`src/rtl/jtag_pkg.sv`:
```
`default_nettype none
// ============================================================================
// jtag_pkg : opcodes, IR capture pattern, TAP-state enum and IR decode helper
// Rev 1.0
// ============================================================================
package jtag_pkg;

   localparam logic [3:0] OP_IDCODE  = 4'b0001;
   localparam logic [3:0] OP_USER    = 4'b0010;
   localparam logic [3:0] OP_BYPASS  = 4'b1111;
   localparam logic [3:0] IR_CAPTURE = 4'b0101;

   typedef enum logic [3:0] {
      TAP_RESET, TAP_IDLE, TAP_SEL_DR, TAP_CAP_DR, TAP_SHIFT_DR, TAP_EXIT1_DR,
      TAP_PAUSE_DR, TAP_EXIT2_DR, TAP_UPD_DR, TAP_SEL_IR, TAP_CAP_IR,
      TAP_SHIFT_IR, TAP_EXIT1_IR, TAP_PAUSE_IR, TAP_EXIT2_IR, TAP_UPD_IR
   } tap_state_e;

   typedef enum logic [1:0] {DR_BYPASS, DR_IDCODE, DR_USER} dr_sel_e;

   // Unknown opcodes fall back to BYPASS so the scan chain stays one bit long.
   function automatic dr_sel_e decode_ir(input logic [3:0] op);
      case (op)
         OP_IDCODE: decode_ir = DR_IDCODE;
         OP_USER:   decode_ir = DR_USER;
         default:   decode_ir = DR_BYPASS;
      endcase
   endfunction

endpackage
`default_nettype wire

```
`src/rtl/jtag_shift_reg.sv`:
```
`default_nettype none
// ============================================================================
// jtag_shift_reg : capture/shift stage, TDI enters at the MSB, LSB shifts out
// Rev 1.0
// ============================================================================
module jtag_shift_reg #(
   parameter int WIDTH = 8
) (
   input  logic             clk,
   input  logic             rst_n,
   input  logic             i_capture,
   input  logic             i_shift,
   input  logic [WIDTH-1:0] i_load,
   input  logic             i_tdi,
   output logic [WIDTH-1:0] o_par,
   output logic             o_ser
);

   logic [WIDTH-1:0] r_q;

   always_ff @(posedge clk) begin
      if (!rst_n)
         r_q <= '0;
      else if (i_capture)
         r_q <= i_load;
      else if (i_shift)
         r_q <= {i_tdi, r_q[WIDTH-1:1]};
   end

   assign o_par = r_q;
   assign o_ser = r_q[0];

endmodule
`default_nettype wire

```
`src/rtl/jtag_scan_regs.sv`:
```
`default_nettype none
// ============================================================================
// jtag_scan_regs : JTAG IR plus BYPASS/IDCODE/USER data registers and TDO mux
// Rev 1.0
// ============================================================================
module jtag_scan_regs
   import jtag_pkg::*;
#(
   parameter int          IR_WIDTH     = 4,
   parameter int          USER_WIDTH   = 8,
   parameter logic [31:0] IDCODE_VALUE = 32'h1234_5001
) (
   input  logic                  TCK,
   input  logic                  TRST_N,
   input  logic                  TDI,
   input  logic                  tlr,
   input  logic                  capture_ir,
   input  logic                  shift_ir,
   input  logic                  update_ir,
   input  logic                  capture_dr,
   input  logic                  shift_dr,
   input  logic                  update_dr,
   input  logic [USER_WIDTH-1:0] user_in,
   output logic                  TDO,
   output logic                  tdo_en,
   output logic [IR_WIDTH-1:0]   ir_out,
   output logic [USER_WIDTH-1:0] user_out
);

   logic [IR_WIDTH-1:0]   r_ir;
   logic [USER_WIDTH-1:0] r_user_out;
   logic                  r_byp;

   logic w_cap_ir, w_sh_ir, w_upd_ir, w_cap_dr, w_sh_dr, w_upd_dr;
   logic [IR_WIDTH-1:0]   w_ir_par;
   logic [USER_WIDTH-1:0] w_usr_par;
   logic [31:0]           w_id_par;
   logic                  w_ir_ser, w_id_ser, w_usr_ser;
   logic                  w_unused_id;
   dr_sel_e               w_sel;

   // Overlapping strobes resolve in a fixed priority; tlr suppresses all others.
   always_comb begin
      w_cap_ir = 1'b0;
      w_sh_ir  = 1'b0;
      w_upd_ir = 1'b0;
      w_cap_dr = 1'b0;
      w_sh_dr  = 1'b0;
      w_upd_dr = 1'b0;
      if (tlr)             begin end
      else if (capture_ir) w_cap_ir = 1'b1;
      else if (shift_ir)   w_sh_ir  = 1'b1;
      else if (update_ir)  w_upd_ir = 1'b1;
      else if (capture_dr) w_cap_dr = 1'b1;
      else if (shift_dr)   w_sh_dr  = 1'b1;
      else if (update_dr)  w_upd_dr = 1'b1;
   end

   assign w_sel = decode_ir(4'(r_ir));

   jtag_shift_reg #(.WIDTH(IR_WIDTH)) u_ir_sr (
      .clk       (TCK),
      .rst_n     (TRST_N),
      .i_capture (w_cap_ir),
      .i_shift   (w_sh_ir),
      .i_load    (IR_WIDTH'(IR_CAPTURE)),
      .i_tdi     (TDI),
      .o_par     (w_ir_par),
      .o_ser     (w_ir_ser)
   );

   jtag_shift_reg #(.WIDTH(32)) u_id_sr (
      .clk       (TCK),
      .rst_n     (TRST_N),
      .i_capture (w_cap_dr && (w_sel == DR_IDCODE)),
      .i_shift   (w_sh_dr  && (w_sel == DR_IDCODE)),
      .i_load    (IDCODE_VALUE),
      .i_tdi     (TDI),
      .o_par     (w_id_par),
      .o_ser     (w_id_ser)
   );

   jtag_shift_reg #(.WIDTH(USER_WIDTH)) u_usr_sr (
      .clk       (TCK),
      .rst_n     (TRST_N),
      .i_capture (w_cap_dr && (w_sel == DR_USER)),
      .i_shift   (w_sh_dr  && (w_sel == DR_USER)),
      .i_load    (user_in),
      .i_tdi     (TDI),
      .o_par     (w_usr_par),
      .o_ser     (w_usr_ser)
   );

   // IDCODE is read-only, so its parallel image has no consumer.
   assign w_unused_id = ^w_id_par;

   always_ff @(posedge TCK) begin
      if (!TRST_N)
         r_byp <= 1'b0;
      else if (w_cap_dr && (w_sel == DR_BYPASS))
         r_byp <= 1'b0;
      else if (w_sh_dr && (w_sel == DR_BYPASS))
         r_byp <= TDI;
   end

   always_ff @(posedge TCK) begin
      if (!TRST_N)
         r_ir <= IR_WIDTH'(OP_IDCODE);
      else if (tlr)
         r_ir <= IR_WIDTH'(OP_IDCODE);
      else if (w_upd_ir)
         r_ir <= w_ir_par;
   end

   always_ff @(posedge TCK) begin
      if (!TRST_N)
         r_user_out <= '0;
      else if (w_upd_dr && (w_sel == DR_USER))
         r_user_out <= w_usr_par;
   end

   always_comb begin
      TDO = 1'b0;
      if (shift_ir)
         TDO = w_ir_ser;
      else if (shift_dr) begin
         case (w_sel)
            DR_IDCODE: TDO = w_id_ser;
            DR_USER:   TDO = w_usr_ser;
            default:   TDO = r_byp;
         endcase
      end
   end

   assign tdo_en   = shift_ir | shift_dr;
   assign ir_out   = r_ir;
   assign user_out = r_user_out;

endmodule
`default_nettype wire

```
`config.mk`:
```
export PLATFORM = sky130hd
export DESIGN_NAME = jtag_scan_regs
export DESIGN_NICKNAME = d
export VERILOG_FILES = /design/src/rtl/jtag_pkg.sv /design/src/rtl/jtag_shift_reg.sv /design/src/rtl/jtag_scan_regs.sv
export SDC_FILE = /design/constraint.sdc
export NUM_CORES = 1
export LEC_CHECK = 0
export BUFFER_PORTS_ARGS = -buffer_cell sky130_fd_sc_hd__clkbuf_2
export CORE_MARGIN = 5
export CORE_UTILIZATION = 50
export DETAILED_ROUTE_END_ITERATION = 12
export PLACE_DENSITY = 0.74
export SYNTH_ARGS = -nofsm -noshare
export SYNTH_HDL_FRONTEND = slang
export SYNTH_SLANG_ARGS = --single-unit
export TNS_END_PERCENT = 30
```
`constraint.sdc`:
```
create_clock -name TCK -period 1.5 [get_ports TCK]
set_input_delay 0.15 -clock TCK [delete_from_list [all_inputs] [get_ports TCK]]
set_output_delay 0.15 -clock TCK [all_outputs]
set_load 0.01 [all_outputs]
```
=== Word-level counts from Yosys, hierarchy flattened ===
Cells that the tools add are included.

* Output and inout port bits: 14
* Register bits after elaboration: 57

* Muxes and demuxes: 37
* Eq/ne operators: 4
* Reductions and logical operators: 15
* Bitwise gates (word level): 2

{| class="wikitable"
|+ Operators by type and width
! operator !! number
|-
| $mux 29 || 2
|-
| $mux 1 || 29
|-
| $mux 8 || 2
|-
| $reduce_or 2->1 || 4
|-
| $logic_and 1x1->1 || 7
|-
| $mux 3 || 2
|-
| $reduce_bool 2->1 || 3
|-
| $eq 4x1->1 const B || 1
|-
| $eq 4x2->1 const B || 1
|-
| $pmux 2 s2 || 1
|-
| $eq 2x1->1 const B || 1
|-
| $eq 2x2->1 const B || 1
|-
| $logic_not 2->1 || 1
|-
| $pmux 1 s2 || 1
|-
| $not 1->1 || 1
|-
| $or 1x1->1 || 1
|}

=== Logic depth before layout (Yosys ltp) ===
* Depth in word-level cells: 9
* Mapped depth: 7

=== Modules after synthesis ===
Synthesis repeated with hierarchy kept, for this count alone.

* Cells, all modules: 280
* Area, all modules: 3161.8 µm²

{| class="wikitable"
|+ Modules (own cells, without submodules)
! module !! area each (µm²) !! instances !! cells an instance
|-
| jtag_shift_reg at u_id_sr || 1785.5 || 1 || 142
|-
| jtag_scan_regs || 730.7 || 1 || 85
|-
| jtag_shift_reg at u_usr_sr || 447.9 || 1 || 36
|-
| jtag_shift_reg at u_ir_sr || 197.7 || 1 || 17
|}

=== Worst setup path before layout ===
No wires, ideal clock.

* Path kind: register to register
* Start point: register r_ir[1], in the netlist ir_out[1]
* End point: register u_id_sr.r_q[18], in the netlist u_id_sr.o_par[18]
* Stages on the path, launching flop included: 5
* Buffers on the path: 1
* Clock period less this slack: 1629 ps
* Slack: -129 ps
* Setup time: 119 ps
* Data required time: 1381 ps
* Arrival time: 1511 ps
* Cells stage by stage: dfxtp_1 -> nor4b_2 -> nand4b_1 -> buf_2 -> o221a_2

* Cells in the longest elaborated chain, start to end: 5
* Elaborated cells on any way between the ends: 8

{| class="wikitable"
|+ RTL lines
! what !! line !! source
|-
| start, declared || jtag_scan_regs.sv:30 || <nowiki>logic [IR_WIDTH-1:0] r_ir;</nowiki>
|-
| start signal, assigned || jtag_scan_regs.sv:108 || <nowiki>r_ir <= IR_WIDTH'(OP_IDCODE);</nowiki>
|-
| start signal, assigned || jtag_scan_regs.sv:110 || <nowiki>r_ir <= IR_WIDTH'(OP_IDCODE);</nowiki>
|-
| start signal, assigned || jtag_scan_regs.sv:112 || <nowiki>r_ir <= w_ir_par;</nowiki>
|-
| $eq 4x2->1 or $eq 4x1->1 (tied branches) || jtag_pkg.sv:23 || <nowiki>case (op)</nowiki>
|-
| $pmux 2 s2 * || jtag_pkg.sv:23 ||
|-
| $eq 2x1->1 * || jtag_scan_regs.sv:75, jtag_scan_regs.sv:76 ||
|-
| $logic_and 1x1->1 (on tied branches) || jtag_scan_regs.sv:75, jtag_scan_regs.sv:76 ||
|-
| $mux 29 or $reduce_bool 2->1 (tied branches) || - ||
|-
| end signal, assigned || jtag_shift_reg.sv:25 || <nowiki>r_q <= i_load;</nowiki>
|-
| end signal, assigned || jtag_shift_reg.sv:27 || <nowiki>r_q <= {i_tdi, r_q[WIDTH-1:1]};</nowiki>
|-
| end, declared || jtag_shift_reg.sv:19 || <nowiki>logic [WIDTH-1:0] r_q;</nowiki>
|}

Every way passes the cells marked *; elsewhere a longest branch is shown, timed or not.
A chain may end at the register's enable or synchronous reset.

=== Final worst setup path ===
* Start point: register r_ir[1], in the netlist ir_out[1]
* End point: register u_id_sr.r_q[20], in the netlist u_id_sr.o_par[20]

Same word-level chain as after synthesis.

==> impl_summary.md <==
Outcome
The flow ran to the end, but the final reports show violations. The final reports fail on negative setup slack.

Setup path
STA classifies the critical path endpoint as a flop. At the worst endpoint, the required time is roughly 1.8 ns. The critical path class is flop to flop. The largest single stage delay on the critical path is 0.36 ns.

The setup check on the worst reg-to-reg path leaves a slack of -0.25 ns. Among all stages on the critical path, the largest delay is contributed by dfxtp_4. The endpoint of the most critical register-to-register path is u_id_sr.o_par[20].

The worst path buffer plus inverter count is 4. Counting cells, the worst reg-to-reg path comes to 8. STA classifies the critical path startpoint as a flop. The worst register-to-register path begins at ir_out[1]. The critical path goes through nor4b_4 -> buf_4 -> buf_4 -> and4b_2 -> buf_4 -> buf_12 -> nand2_1 -> a31oi_1. In this design, the critical path's most frequently occurring cell is buf_4. On the critical path the largest part of the delay comes from simple AND/OR/NAND/NOR gates. Of all nets on the critical path, the largest fanout is 8. The arrival time at the worst endpoint is 2.00 ns. The critical path starts at ir_out[1].

Yosys
The share of async-settable or async-resettable flops after synthesis is 0%. Counting distinct cell types in the post-synthesis netlist gives 33. The synthesized netlist net count is about 270. The most frequently used flop master after synthesis is dfxtp_1. In the synthesized netlist, the number of instances is 251. Ranked by total cell area, the synthesized netlist is headed by dfxtp_1 52%, nand2_1 12%, a21oi_1 6.2%. The most frequent cell after synthesis is nand2_1. The biggest area contributor in the post-synthesis netlist is dfxtp_1.

Sequential elements use around 52% of the synthesized area. The Yosys step of the flow raised 0 warnings. Counting flops and latches in the post-synthesis netlist gives 57. The count of flip-flops with a built-in enable after synthesis is 0. The commonest cells after synthesis are 72 x nand2_1, 57 x dfxtp_1, 27 x a21oi_1. After synthesis the cells add up to 2192 sq um. After synthesis, the largest area contributor takes up a little over half of total cell area. The mean instance size in the synthesized netlist is 8.733 sq um.

Route
In the routed design, unresolved DRC markers number 0. Wires add up to approximately 5.2 mm. The first detailed-routing pass took 5 iterations. After detailed routing, the average wire length per cell comes to about 14 um. The vias after detailed routing is 1991. The detailed router finished its first iteration with 139 violations. The via count normalized by instance count is ~5.5. The detail route stage leaves a number of antenna-violating nets equal to 0.

Pwr
The post-layout total power is 3.443 mW. The maximum resistive drop on vdd is 0.8188 mV. Dividing total power by cell area gives a power density of roughly 1100 nW/um^2. The leakage component of the power is roughly 1.3 nW.

Placement
Before CTS, the worst setup slack after placement is -0.04933 ns. The weighted congestion reported at the end of routability-driven placement is about 0.82. The detailed placer's ending HPWL is around 3.0 mm.

Including well taps, the total number of placed cells is 340. Port buffering added 31 buffers.

Finish
In the final layout, the multi-input gates occupy 1091 sq um. The sequential cells in the finished layout cover a total of 1147 sq um. At the end of the flow the core is filled with cells to 70.28%. For this run, the post-layout net count is 325. The area growth from synthesis to layout is 37.67%. Leaving out filler cells and counting taps, the final layout contains 364. The number of antenna diodes in the final layout is 0. The post-route netlist has between 30% and 40% of its cells at a drive strength greater than 1. The fill cell total of the finished layout is 333.

Clock tree
The number of clock buffers added by TritonCTS is 9. The clock passes through at most 2 buffers. After clock tree synthesis, the clock-pin slew on the worst setup and hold paths is approximately 0.07 ns. Counting every sink on the clock net gives 57. The H-tree was split into 3 levels.

The later pin in the worst-skew pair is clocked with a latency of 0.33 ns. The cell sitting at the root of the clock tree is a clkbuf_8. The CTS tree is built.

Global routing
The initial antenna violation count is 0. Summed over all layers, the global routing overflow is 0. The first global-routing pass estimated 8.280 mm of wire. Entering global routing, the biggest net connects 34 pins.

The number of global-route vias before repair came to around 1800. In the global route stage, overall resource usage came out at between 15 and 20%.

Floorplanning
The core region is between 4000 and 5000 sq um. Pin placement for this block handled 32 I/O pins. The die span in y is ~76 um. The initial core utilization is 51.05%. The floorplan die area is 5809 sq um. The total number of placement rows is 24.

Measured along the x axis, the die boundary spans approximately 76 um.

Min path
Along the worst hold path, the cell count comes to 3. The terminating pin of the worst hold path is u_id_sr.o_par[31]. The worst hold path startpoint is TDI. The path class of the tightest hold or removal check is primary input to flop.

STA
The max-slew headroom at the worst pin is a little over 70%. The shortest period the worst path allows is 1.750 ns. Setup violations remaining at the end of the flow were counted as 33. The final critical path takes up 116.7% of the cycle. The post-route worst hold slack is 0.1385 ns. The worst-case setup margin in the final layout is -0.2503 ns.

Timing would allow up to between 0.5 and 0.6 GHz. The final count of pins violating max slew is 0. The pin slew with the least headroom to its limit is between 0.4 and 0.5 ns. Setup repair after global routing could not meet its margin everywhere.

The final clock skew is 0.007128 ns. The final number of hold-violating endpoints came to 0.

Flow run
Max-cap violations in this run came to 0.
worst min-delay path, cell delays in order:
cell and delay (ns):
clkbuf_2 0.14, nand2_1 0.07, a21oi_1 0.05
layout make-up:
type	count	share of cell area, %
clock inverters	6	3.483
well taps	52	2.156
clock buffers	10	4.561
repair buffers	58	15.38
flip-flops and latches	57	38.02
multi-input cells	179	36.15
inverters	2	0.2488
placed cells by master, fill, tap and decap left out, types with 2 or more instances in the layout:
cell,n
clkinv_2,3
buf_6,3
buf_16,2
nor2_1,20
a31oi_1,5
a22oi_1,8
nor2b_1,2
clkbuf_8,10
nor4b_2,2
a21oi_2,13
buf_4,18
nand2_2,8
dfxtp_1,54
dfxtp_2,2
buf_12,3
nand2b_1,2
or2_2,2
bufinv_16,3
clkbuf_2,30
mux2i_1,11
nand2_1,64
a21oi_1,14
a32oi_1,2
o22ai_1,10
registers in the layout, indices dropped and copies added, names as in the netlist:
name / count
u_ir_sr.o_par: 4
r_byp: 1
ir_out: 4
user_out: 8
u_usr_sr.o_par: 8
u_id_sr.o_par: 32
where the power goes:
part           switching [mW]  total (mW)  internal [mW]
logic                  0.0927       0.166         0.0732
clock network           0.605        1.74           1.14
registers             0.00911        1.53           1.52
total                   0.707        3.44           2.74
layer usage:
layer | wire length (um) | global-route usage (%) | vias to the layer above
met5 | 0 | 0 | -
met4 | 70 | 7.343 | 0
met3 | 382 | 5.437 | 9
met2 | 2487 | 26.11 | 78
met1 | 2256 | 22.61 | 913
li1 | - | - | 991
cell families (layout without fill, tap and decap cells):
group	after synthesis	count (layout)	synth area share, %
flip-flops	57	57	52.05
multiplexers	11	11	5.023
AND/OR/NAND/NOR	110	110	23.00
AO/OA/AOI/OAI	58	58	16.50
buffers and inverters	15	76	3.425
per-stage QoR:
| step | setup TNS, ns | area (sq um) |
|---|---|---|
| final | -6.105 | 3018 |
| after global routing | -9.625 | 3018 |
| after CTS | -5.990 | 2878 |
| after detailed placement | -0.4787 | 2540 |
| after global placement | -0.4933 | 2540 |
| after floorplan | -0.1839 | 2207 |
how the worst max path moves through the flow:
stage                              to  slack (ns)  cells after the start
floorplan           u_id_sr.o_par[18]       -0.05                      4
finish              u_id_sr.o_par[20]       -0.25                      8
global route                      TDO       -0.37                      6
detailed placement  u_usr_sr.o_par[3]       -0.05                      6
CTS                               TDO       -0.27                      6
global placement    u_id_sr.o_par[20]       -0.07                      6
repair_timing:
action,4_1_cts,5_1_grt
gates cloned,2,1
gates resized for setup,7,31
buffers inserted,2,3
hold buffers,0,0
pin swaps,2,10
endpoints found under the setup margin,38,43
Note: power is estimated with default switching activity, not from simulation.
